### config.mk
export PLATFORM = sky130hd
export DESIGN_NAME = shift_unit
export DESIGN_NICKNAME = d
export VERILOG_FILES = /design/src/rtl/shift_unit.sv
export SDC_FILE = /design/constraint.sdc
export NUM_CORES = 1
export LEC_CHECK = 0
export ABC_AREA = 1
export CAP_MARGIN = 0
export CORE_MARGIN = 3
export CORE_UTILIZATION = 42
export CTS_CLUSTER_DIAMETER = 200
export DETAILED_ROUTE_END_ITERATION = 16
export PLACE_DENSITY_LB_ADDON = 0.3
export SLEW_MARGIN = 0
export SYNTH_ARGS = -nofsm -noshare
export SYNTH_HDL_FRONTEND = slang
export SYNTH_SLANG_ARGS = --single-unit
### constraint.sdc
create_clock -name clk -period 6.6 [get_ports clk]
set_clock_uncertainty 0.05 [all_clocks]
set_input_delay 1.32 -clock clk [delete_from_list [all_inputs] [get_ports clk]]
set_output_delay 1.32 -clock clk [all_outputs]
set_load 0.005 [all_outputs]
### src/rtl/shift_unit.sv
`default_nettype none
// ============================================================================
// Module   : shift_unit
// Purpose  : Multicycle 64-bit shifter for SLL/SRL/SRA and the W-variants.
//            It moves up to STEP bits per cycle under a start/done handshake.
//            The registered result is held until the next completion.
// Revision : 1.0  initial release
// ============================================================================
module shift_unit #(
    parameter int STEP = 1
) (
    input  logic        clk,
    input  logic        reset,
    input  logic        start,
    input  logic [1:0]  op,
    input  logic        word,
    input  logic [5:0]  shamt,
    input  logic [63:0] data_in,
    output logic [63:0] out_shift,
    output logic        busy,
    output logic        done
);

    localparam logic [5:0] c_step   = 6'(STEP);
    localparam logic [1:0] c_op_sll = 2'b00;
    localparam logic [1:0] c_op_srl = 2'b01;
    localparam logic [1:0] c_op_sra = 2'b10;

    typedef enum logic [1:0] {
        S_IDLE  = 2'd0,
        S_SHIFT = 2'd1,
        S_DONE  = 2'd2
    } state_t;

    state_t      r_state;
    state_t      w_state_nxt;
    logic [63:0] r_work;
    logic [63:0] w_work_nxt;
    logic [5:0]  r_cnt;
    logic [5:0]  w_cnt_nxt;
    logic [1:0]  r_op;
    logic [1:0]  w_op_nxt;
    logic        r_word;
    logic        w_word_nxt;
    logic [5:0]  w_n;
    logic [5:0]  w_k;
    logic [63:0] w_load;
    logic [63:0] w_stepped;
    logic [63:0] w_result;
    logic        w_finish;

    // Operand preparation at load: effective amount and pre-extended word operand
    always_comb begin
        w_n    = word ? {1'b0, shamt[4:0]} : shamt;
        w_load = data_in;
        if (word && (op == c_op_srl)) begin
            w_load = {32'b0, data_in[31:0]};
        end else if (word && (op == c_op_sra)) begin
            w_load = {{32{data_in[31]}}, data_in[31:0]};
        end
    end

    // One iteration of the shift: at most STEP bits, never past the remaining count
    always_comb begin
        w_k = (r_cnt < c_step) ? r_cnt : c_step;
        case (r_op)
            c_op_sll: w_stepped = r_work << w_k;
            c_op_srl: w_stepped = r_work >> w_k;
            c_op_sra: w_stepped = $signed(r_work) >>> w_k;
            default:  w_stepped = r_work;
        endcase
    end

    // Next-state logic for the control FSM and the working datapath
    always_comb begin
        w_state_nxt = r_state;
        w_work_nxt  = r_work;
        w_cnt_nxt   = r_cnt;
        w_op_nxt    = r_op;
        w_word_nxt  = r_word;
        case (r_state)
            S_IDLE: begin
                if (start) begin
                    w_work_nxt  = w_load;
                    w_cnt_nxt   = (op == 2'b11) ? 6'd0 : w_n;
                    w_op_nxt    = op;
                    w_word_nxt  = word;
                    w_state_nxt = (w_cnt_nxt == 6'd0) ? S_DONE : S_SHIFT;
                end
            end
            S_SHIFT: begin
                w_work_nxt = w_stepped;
                w_cnt_nxt  = r_cnt - w_k;
                if (w_cnt_nxt == 6'd0) begin
                    w_state_nxt = S_DONE;
                end
            end
            S_DONE:  w_state_nxt = S_IDLE;
            default: w_state_nxt = S_IDLE;
        endcase
    end

    // Result formatting on the edge that enters DONE (W-results sign-extend bit 31)
    always_comb begin
        w_finish = (w_state_nxt == S_DONE) && (r_state != S_DONE);
        w_result = w_word_nxt ? {{32{w_work_nxt[31]}}, w_work_nxt[31:0]} : w_work_nxt;
    end

    // State, working register and result register; reset discards any partial work
    always_ff @(posedge clk or posedge reset) begin
        if (reset) begin
            r_state   <= S_IDLE;
            r_work    <= 64'd0;
            r_cnt     <= 6'd0;
            r_op      <= 2'b00;
            r_word    <= 1'b0;
            out_shift <= 64'd0;
        end else begin
            r_state <= w_state_nxt;
            r_work  <= w_work_nxt;
            r_cnt   <= w_cnt_nxt;
            r_op    <= w_op_nxt;
            r_word  <= w_word_nxt;
            if (w_finish) begin
                out_shift <= w_result;
            end
        end
    end

    assign done = (r_state == S_DONE);
    assign busy = (r_state != S_IDLE);

endmodule
`default_nettype wire
# After elaboration in Yosys (flattened, before gate mapping)
# Index checks and enable logic that the tools add are counted.
[totals]
wordCells = 49
register_bits = 139
output_inout_bits = 66
[classes]
addsub = 1
mux = 17
order_cmp = 1
n_eq_ne = 10
n_reduce_logical = 11
n_shift = 3
[op_table]
columns = ["operator", "n"]
rows = [
  ["64-bit 2-to-1 mux", 4],
  ["64-bit one-hot mux with 3 select lines", 1],
  ["64-bit one-hot mux with 2 select lines", 1],
  ["64-bit by 6-bit << shifter with 64-bit output", 1],
  ["64-bit by 6-bit >> shifter with 64-bit output", 1],
  ["64-bit by 6-bit >>> shifter with 64-bit output", 1],
  ["6-bit 2-to-1 mux", 4],
  ["6-bit logical NOT", 2],
  ["6-bit one-hot mux with 2 select lines", 1],
  ["2-bit == test, second input constant", 5],
  ["2-bit by 1-bit == test with 1-bit output, second input constant", 3],
  ["6-bit by 1-bit < comparator with 1-bit output, second input constant", 1],
  ["2-bit 2-to-1 mux", 3],
  ["6-bit subtractor", 1],
  ["2-bit logical NOT", 2],
  ["2-bit inequality test, second input constant", 2],
  ["2-bit one-hot mux with 2 select lines", 1],
  ["2-bit AND reduction", 2],
  ["2-bit nonzero test", 2],
  ["1-bit logical AND", 3],
  ["1-bit 2-to-1 mux", 2],
]

# Logic depth before layout (Yosys ltp)
# Gate-level depths: netlist (run 1).
[logic_depth]
depth_word = 8
depth_mapped = 15
mapped_depth_nobuf = 13

# Worst setup path before layout (run 1)
# Ideal clock, no wire load.
[synth_path]
path_type = "input port to flip-flop"
startpoint = "input start"
endpoint = "register out_shift[50]"
setup_time_ns = 0.117
arrival_time_ns = 2.449
path_buffers = 2
path_stages = 10
setup_slack_ns = 3.984
required_time_ns = 6.433
path_cell_list = "buf_2 > nand2_1 > o21ai_0 > a21oi_1 > o21bai_2 > nand2_1 > buf_2 > nand2_1 > nand2_1 > nand2_1"
[synth_between]
elab_chain_len = 4
word_cells_on_any_way = 9
classes_between = "1 x eq/ne; 7 x mux; 1 x reduce/logical"
[synth_rtl]
columns = ["element", "line", "text"]
rows = [
  ["start: declaration", "14", "input logic start,"],
  ["2-bit 2-to-1 mux", "83", "if (start) begin"],
  ["2-bit one-hot mux with 2 select lines", "81", "case (r_state)"],
  ["2-bit == test", "105", "w_finish = (w_state_nxt == S_DONE) && (r_state != S_DONE);"],
  ["1-bit logical AND", "105", ""],
  ["end signal: assignment", "125", "out_shift <= w_result;"],
  ["end: declaration", "19", "output logic [63:0] out_shift,"],
]
# Parallel ways exist; a longest one is shown, timed or not.
# A chain may end at the register's enable or synchronous reset.

# Final worst setup path (run 1)
[layout_path]
startpoint = "input start"
endpoint = "register out_shift[54]"
# The elaborated chain is that of the path after synthesis.

==> results of run 1 <==
==> worst max-delay path, delay by kind of cell <==
| kind | cells | cell delay (ns) |
|---|---|---|
| buffers and inverters | 5 | 1.72 |
| AND/OR/NAND/NOR | 6 | 1.17 |
| AO/OA/AOI/OAI | 2 | 0.27 |
==> through the flow <==
step	utilization (%)	hold slack [ns]	cells
floorplan	-	0.4355	1312
global placement	50.99	0.4414	1647
detailed placement	50.99	0.4431	1647
CTS	54.17	0.4610	1679
global route	54.17	0.4772	1679
finish	54.17	0.4564	1679
==> cell usage in the layout (no fill, tap or decap), types with 9 or more instances in the layout <==
cell type,instances
clkdlybuf4s50_1,141
inv_1,89
or2_2,19
nor2_1,27
o21ai_0,61
nand2_1,586
a21oi_1,52
o22ai_1,20
buf_4,18
clkbuf_16,17
nand3_1,145
o2111ai_1,9
o211ai_1,27
dfrtp_1,139
==> power breakdown <==
group / switching [W] / internal, W
combinational: 0.00209 / 0.00135
sequential: 0.000286 / 0.00132
clock: 0.000397 / 0.000645
==> cell type report <==
| cell class | count | area [µm²] | area share, % |
|---|---|---|---|
| Inverter | 96 | 365.4 | 3.387 |
| Clock inverter | 13 | 191.4 | 1.775 |
| Tap cell | 265 | 331.6 | 3.074 |
| Clock buffer | 19 | 442.9 | 4.107 |
| Timing Repair Buffer | 159 | 1546 | 14.34 |
| Sequential cell | 139 | 3478 | 32.25 |
| Multi-Input combinational cell | 988 | 4429 | 41.07 |
==> per-layer routing <==
layer / share of wire [%] / vias up / routed length [µm]
li1: - / 4395 / -
met1: 45 / 4210 / 12380
met2: 46 / 344 / 12520
met3: 7.1 / 42 / 1949
met4: 1.6 / 0 / 447
met5: 0 / - / 0
==> kinds of logic (layout without fill, tap and decap cells) <==
logic type	after synthesis	after routing	share of synthesized area, %
adders and majority gates	1	1	0.1439
xor gates and xnor gates	3	3	0.3023
and+or+nand+nor	797	797	37.66
DFF	139	139	40.02
buffers and inverters	185	287	9.198
AOI/OAI and AO/OA	187	187	12.68
==> synth_stat cells (9+ instances only) <==
master,n,area share (%)
nand3_1,146,8.4
clkbuf_1,38,1.6
dfrtp_1,139,40
o22ai_1,20,1.4
a21oi_1,52,3.0
nand2_1,588,25
o211ai_1,27,2.3
or2_2,19,1.4
nor2_1,27,1.2
o2111ai_1,9,0.91
buf_2,33,1.9
buf_1,9,0.39
inv_1,90,3.9
o21ai_0,61,3.5
==> flip-flops by register name, summed over array words and instances (netlist names) <==
| register | count |
|---|---|
| out_shift | 64 |
| r_work | 64 |
| r_cnt | 6 |
| r_op | 2 |
| r_state | 2 |
| r_word | 1 |
==> path summary, 6_finish.rpt <==
check	start	cells past startpoint	to	slack [ns]
worst max-delay path	start	13	out_shift[54]	2.39
worst min-delay path	out_shift[46]	2	out_shift[46]	0.46
worst max register to register	r_cnt[2]	8	out_shift[0]	2.84
worst min register to register	out_shift[46]	2	out_shift[46]	0.46
max in group asynchronous	reset	3	r_work[36]	3.87
min in group asynchronous	reset	2	r_work[21]	1.38
==> run metrics, run 1 <==
Avg Inst Size Synth=6.625 µm²; most used cell, CP=nand2_1; first-pass detailed-route iteration total=6; fraction of registers with async set/reset=100.0%; fin. max-slew vios=0; Crit Path Category=in2reg; Pwr Density=between 500 and 600 mW/mm²; number of buffers inserted by port buffering=141; Die H=around 150 µm; Skew-Pair Late Insertion Delay=about 0.43 ns; worst path cell trace=clkdlybuf4s50_1 > buf_4 > nand2_2 > inv_2 > buf_4 > nand2_1 > a21oi_1 > o21bai_2 > nand2_1 > buf_4 > nand2_1 > nand2_1 > nand2_1; Via Count=~9000; grt ovf=0; row count=between 50 and 60; RSZ-0062 raised after global routing=no; hpwl dp=17.21 mm; H-tree Lvls=4; DR vias/cell=~5.4; Setup Buffers After CTS=0; first-pass GRT wire length=44.71 mm; Resized cells post-CTS=0; Final period util=63.86%; Leak=between 5 and 6 nW; met1 capacity usage during global routing=36.26%; category of the worst setup path launch point=primary input; DIE AREA=0.02246 mm²; maximum buffer depth of the clock tree=2; io pins=142; Detailed Route Iter0 Violations=971; # diodes=0; pre-CTS setup slack=1.999 ns; clock slew at reported path FFs=0.06 ns; FF+latch count, synth=139; critical path arrival=approximately 4.5 ns; Rel. slew slack=roughly a third; crit end category=flop; number of flops mapped to enable cells by yosys=0; Peak Freq=0.2373 GHz; Initial Util=43.66%; final-stage net count=1478; Slew @ Worst Pin=1.006 ns; Post-Route WL=27.29 mm; crit-path max FO=34; ys flop type=dfrtp_1; clock root cell=clkbuf_16; Mapped Area=between 0.008 and 0.009 mm²; grt met3 use=4.149%; status=finished clean; met2 Resource Use GR=38.07%; initial antenna violation count=0; syn_nets=roughly 1400; antenna-violating nets left=0; P&R area growth vs syn=24.08%; layout cells sized above 1=6.365%; Tot GR Track Use=24.76%; busiest layer in global routing=met2; Die W=149.9 µm; number of fill cells=1954; Yosys Warn Count=0; Period minus WS final=around 4.2 ns; worst stage delay on the critical path=0.52 ns; Unique masters post-synth=33; Fin Setup TNS=0 ns; Synth Instances=1312; vias in the first global route=8511; Seq/Total Area, Yosys=40.02%; max-cap violation count=0; worst hold path type=reg2reg; Design Power=0.006078 W; Final Setup Violations=0; area of all placed cells without fillers=0.01079 mm²; fin worst setup slack=2.385 ns; cts bufs inserted=17; gpl congestion=0.8782; Final Hold Vio Count=0; CTS tree=yes; pin count of the biggest net entering global routing=86; worst vdd ir=approximately 0.32 mV; core footprint=0.01991 mm²; placed cell areas=0.01015 mm²; CTS Hold Bufs=0; CP max stage cell=nand2_2; clk sinks=139; Critical Path RT=approximately 6.9 ns; routed length per instance=16.26 µm; Remaining DRCs=0
(Power assumes the default switching activity.)
==> inputs of run 2 (changes only) <==
- clock period: 6.6 -> 4.4 ns (I/O delays scaled with it)
==> run metrics, run 2 (synthesis results as in run 1) <==
status=finished clean; gpl congestion=0.8597; pin count of the biggest net entering global routing=74; number of fill cells=1946; Die W=149.9 µm; Rel. slew slack=40.10%; Skew-Pair Late Insertion Delay=0.42 ns; DIE AREA=0.02246 mm²; Setup Buffers After CTS=0; Period minus WS final=3.241 ns; cts bufs inserted=17; number of buffers inserted by port buffering=141; Final Hold Vio Count=0; layout cells sized above 1=6.700%; max-cap violation count=0; Final Setup Violations=0; vias in the first global route=8758; placed cell count=1651; Tot GR Track Use=25.18%; antenna-violating nets left=0; initial antenna violation count=2; Via Count=9073; clock root cell=clkbuf_16; fin cells=1685; first-pass GRT wire length=45.43 mm; first-pass detailed-route iteration total=6; worst hold path type=reg2reg; worst vdd ir=about 0.45 mV; core footprint=~0.02 mm²; Final period util=73.67%; Resized cells post-CTS=0; Slew @ Worst Pin=0.8971 ns; routed length per instance=16.28 µm; row count=51; CTS Hold Bufs=0; most frequent cells in the layout=nand2_1, nand3_1, clkdlybuf4s50_1; Die H=149.9 µm; clk sinks=between 100 and 150; io pins=approximately 140; critical path arrival=about 3.6 ns; Critical Path RT=4.71 ns; final-stage net count=1482; DR vias/cell=5.385; hpwl dp=16.96 mm; Pwr Density=~840 mW/mm²; Detailed Route Iter0 Violations=1075; WHS=0.4553 ns; H-tree Lvls=4; Initial Util=43.66%; leading cell type in the layout, fill and taps excluded=nand2_1; P&R area growth vs syn=24.73%; Fin Setup TNS=0 ns; maximum buffer depth of the clock tree=2; Post-Route WL=27.43 mm; CTS tree=yes; crit end category=flop; crit-path max FO=73; RSZ-0062 raised after global routing=no; category of the worst setup path launch point=flop; Leak=5.620 nW; grt ovf=0; clock slew at reported path FFs=0.07 ns; fin. max-slew vios=0; Remaining DRCs=0; Peak Freq=0.3085 GHz; Crit Path Category=reg2reg; top flop regs=out_shift x64, r_work x64, r_cnt x6
==> run 2: per-stage QoR <==
stage / setup slack (ns) / instance area [µm²] / total power, W / util [%]
after floorplan: 1.735 / 8696 / 0.005832 / -
after global placement: 0.9841 / 10220 / 0.007409 / 51.32
after detailed placement: 0.9003 / 10220 / 0.007489 / 51.32
after CTS: 1.214 / 10840 / 0.009059 / 54.43
after global routing: 1.025 / 10840 / 0.009930 / 54.46
final: 1.159 / 10840 / 0.009094 / 54.46
==> run 2: report_power, final <==
| group | switching (W) | leakage, nW | total (W) | internal [W] |
|---|---|---|---|---|
| clock | 0.000609 | 0.298 | 0.00153 | 0.000918 |
| sequential | 0.000446 | 1.68 | 0.00242 | 0.00198 |
| combinational | 0.00309 | 3.64 | 0.00515 | 0.00206 |
==> run 2: worst max-delay path: stages (launching register included) <==
cell,delay (ns)
dfrtp_1,0.46
nor2_2,0.09
nand3_2,0.09
buf_4,0.57
nand2_2,0.45
inv_1,0.69
o22ai_1,0.14
o21ai_0,0.41
nand2_1,0.10
nand2_1,0.07
==> run 2: final cells by class <==
type	count	area (µm²)	area share [%]
repair buffers	163	1614	14.89
clock inverters	14	180.2	1.662
diodes	2	5.005	0.04616
inverters	96	364.1	3.358
flip-flops and latches	139	3478	32.08
clock buffers	18	439.2	4.051
multi-input cells	988	4429	40.85
well taps	265	331.6	3.058
==> run 2: worst paths after layout <==
kind                                  to  slack [ns]    startpoint  cells after the start
max                        out_shift[29]        1.16      r_cnt[2]                      9
min                         out_shift[9]        0.46  out_shift[9]                      2
max reg2reg                out_shift[29]        1.16      r_cnt[2]                      9
min reg2reg                 out_shift[9]        0.46  out_shift[9]                      2
max in group asynchronous     r_work[49]        2.64         reset                      3
min in group asynchronous       r_cnt[2]        0.81         reset                      2
==> run 2: per-layer routing <==
layer | up-vias | global-route usage, % | routed length, µm
met2 | 392 | 39.22 | 12510
li1 | 4406 | - | -
met1 | 4241 | 35.37 | 12430
met4 | 0 | 7.685 | 505
met5 | - | 0 | 0
met3 | 34 | 5.239 | 1978
==> inputs of run 3 (changes only) <==
- clock period: 4.4 -> 2.9 ns (I/O delays scaled with it)
==> run metrics, run 3 (synthesis results as in run 1) <==
Fin Setup TNS=0 ns; pin count of the biggest net entering global routing=66; routed length per instance=16.14 µm; Critical Path RT=2.27 ns; cts bufs inserted=17; max-cap violation count=0; worst hold path type=reg2reg; CP Launch Point=r_state[1]; Peak Freq=0.3791 GHz; final-stage net count=~1500; critical path arrival=2.01 ns; io pins=142; hpwl dp=17.96 mm; Die W=149.9 µm; Final Hold Vio Count=0; DR vias/cell=5.355; P&R area growth vs syn=26.69%; Setup Buffers After CTS=0; row count=roughly 50; reg2reg setup slack=0.46 ns; CTS tree=yes; gpl congestion=0.8751; Leak=5.708 nW; clock root cell=clkbuf_16; hold path start=out_shift[11]; Final period util=90.96%; initial antenna violation count=2; antenna-violating nets left=0; area of all placed cells without fillers=between 0.01 and 0.015 mm²; worst vdd ir=0.6274 mV; leading cell type in the layout, fill and taps excluded=nand2_1; Remaining DRCs=0; first-pass GRT wire length=between 40 and 50 mm; Tot GR Track Use=24.77%; Seq pwr share=26.5%; Rel. slew slack=60.27%; Int Pwr=about 0.0076 W; status=finished clean; Logic pwr share=56.8%; category of the worst setup path launch point=flop; fin. max-slew vios=0; Post-Route WL=about 27 mm; DIE AREA=0.02246 mm²; Crit Path Category=reg2out; placed cell areas=just over 0.01 mm²; Detailed Route Iter0 Violations=903; Final Setup Violations=0; CTS Hold Bufs=0; top flop regs=out_shift x64, r_work x64, r_cnt x6; Initial Util=43.66%; vias in the first global route=8695; clock slew at reported path FFs=about 0.07 ns; Pwr Density=1264 mW/mm²; crit-path max FO=11; Die H=149.9 µm; P_sw=roughly 0.0063 W; Period minus WS final=2.638 ns; Slew @ Worst Pin=0.5947 ns; Resized cells post-CTS=0; grt ovf=0; H-tree Lvls=4; most frequent cells in the layout=nand2_1, nand3_1, clkdlybuf4s50_1; Switching Share=45.26%; Skew-Pair Late Insertion Delay=0.42 ns; clock share of power=approximately 17%; number of buffers inserted by port buffering=141; core footprint=0.01991 mm²; first-pass detailed-route iteration total=5; crit end category=output pin; RSZ-0062 raised after global routing=no; maximum buffer depth of the clock tree=2; clk sinks=139; Via Count=about 9100; reg2reg start=r_cnt[2]; layout cells sized above 1=7.612%
## run 3: per-layer routing
metal,wire length [µm],vias to the layer above,track usage (%)
met1,12360,4221,34.74
met3,2006,51,4.724
met4,775,0,9.149
met5,0,-,0
met2,12290,392,38.16
li1,-,4434,-
## run 3: power groups by stage
stage               combinational, W  sequential, W  clock (W)
global placement             0.00770        0.00368          0
floorplan                    0.00530        0.00355          0
finish                       0.00791        0.00369    0.00232
CTS                          0.00787        0.00367    0.00236
detailed placement           0.00784        0.00367          0
global route                 0.00897        0.00380    0.00245
## run 3: area by class of cell
| type | count | area, µm² |
|---|---|---|
| antenna | 2 | 5.005 |
| clock buffer | 18 | 439.2 |
| clock inverter | 14 | 182.7 |
| fill | 1951 | 8897 |
| inverter | 96 | 364.1 |
| multi-input combinational | 988 | 4429 |
| sequential | 139 | 3478 |
| tap | 265 | 331.6 |
| timing repair buffer | 177 | 1782 |
## run 3: path summary, 6_finish.rpt
check | to | cells past startpoint
worst max-delay path | busy | 3
worst min-delay path | out_shift[11] | 2
worst max register to register | out_shift[55] | 13
worst min register to register | out_shift[11] | 2
max in group asynchronous | r_work[41] | 3
min in group asynchronous | out_shift[20] | 2
## run 3: critical path, stage by stage (launching register included)
cell,delay [ns]
dfrtp_1,0.59
nor2_2,0.29
clkinv_1,0.22
clkdlybuf4s50_1,0.49
## run 3: stage by stage
stage	worst slack (ns)	utilization, %	cells	hold slack [ns]	power (W)
6_report	0.2622	55.31	1699	0.4560	0.01392
5_1_grt	0.2065	55.31	1699	0.4827	0.01522
4_1_cts	0.2726	55.29	1697	0.4634	0.01390
3_5_place_dp	0.3073	52.16	1665	0.4423	0.01151
3_3_place_gp	0.3090	52.16	1665	0.4430	0.01138
2_1_floorplan	0.5349	-	1312	0.4355	0.008848
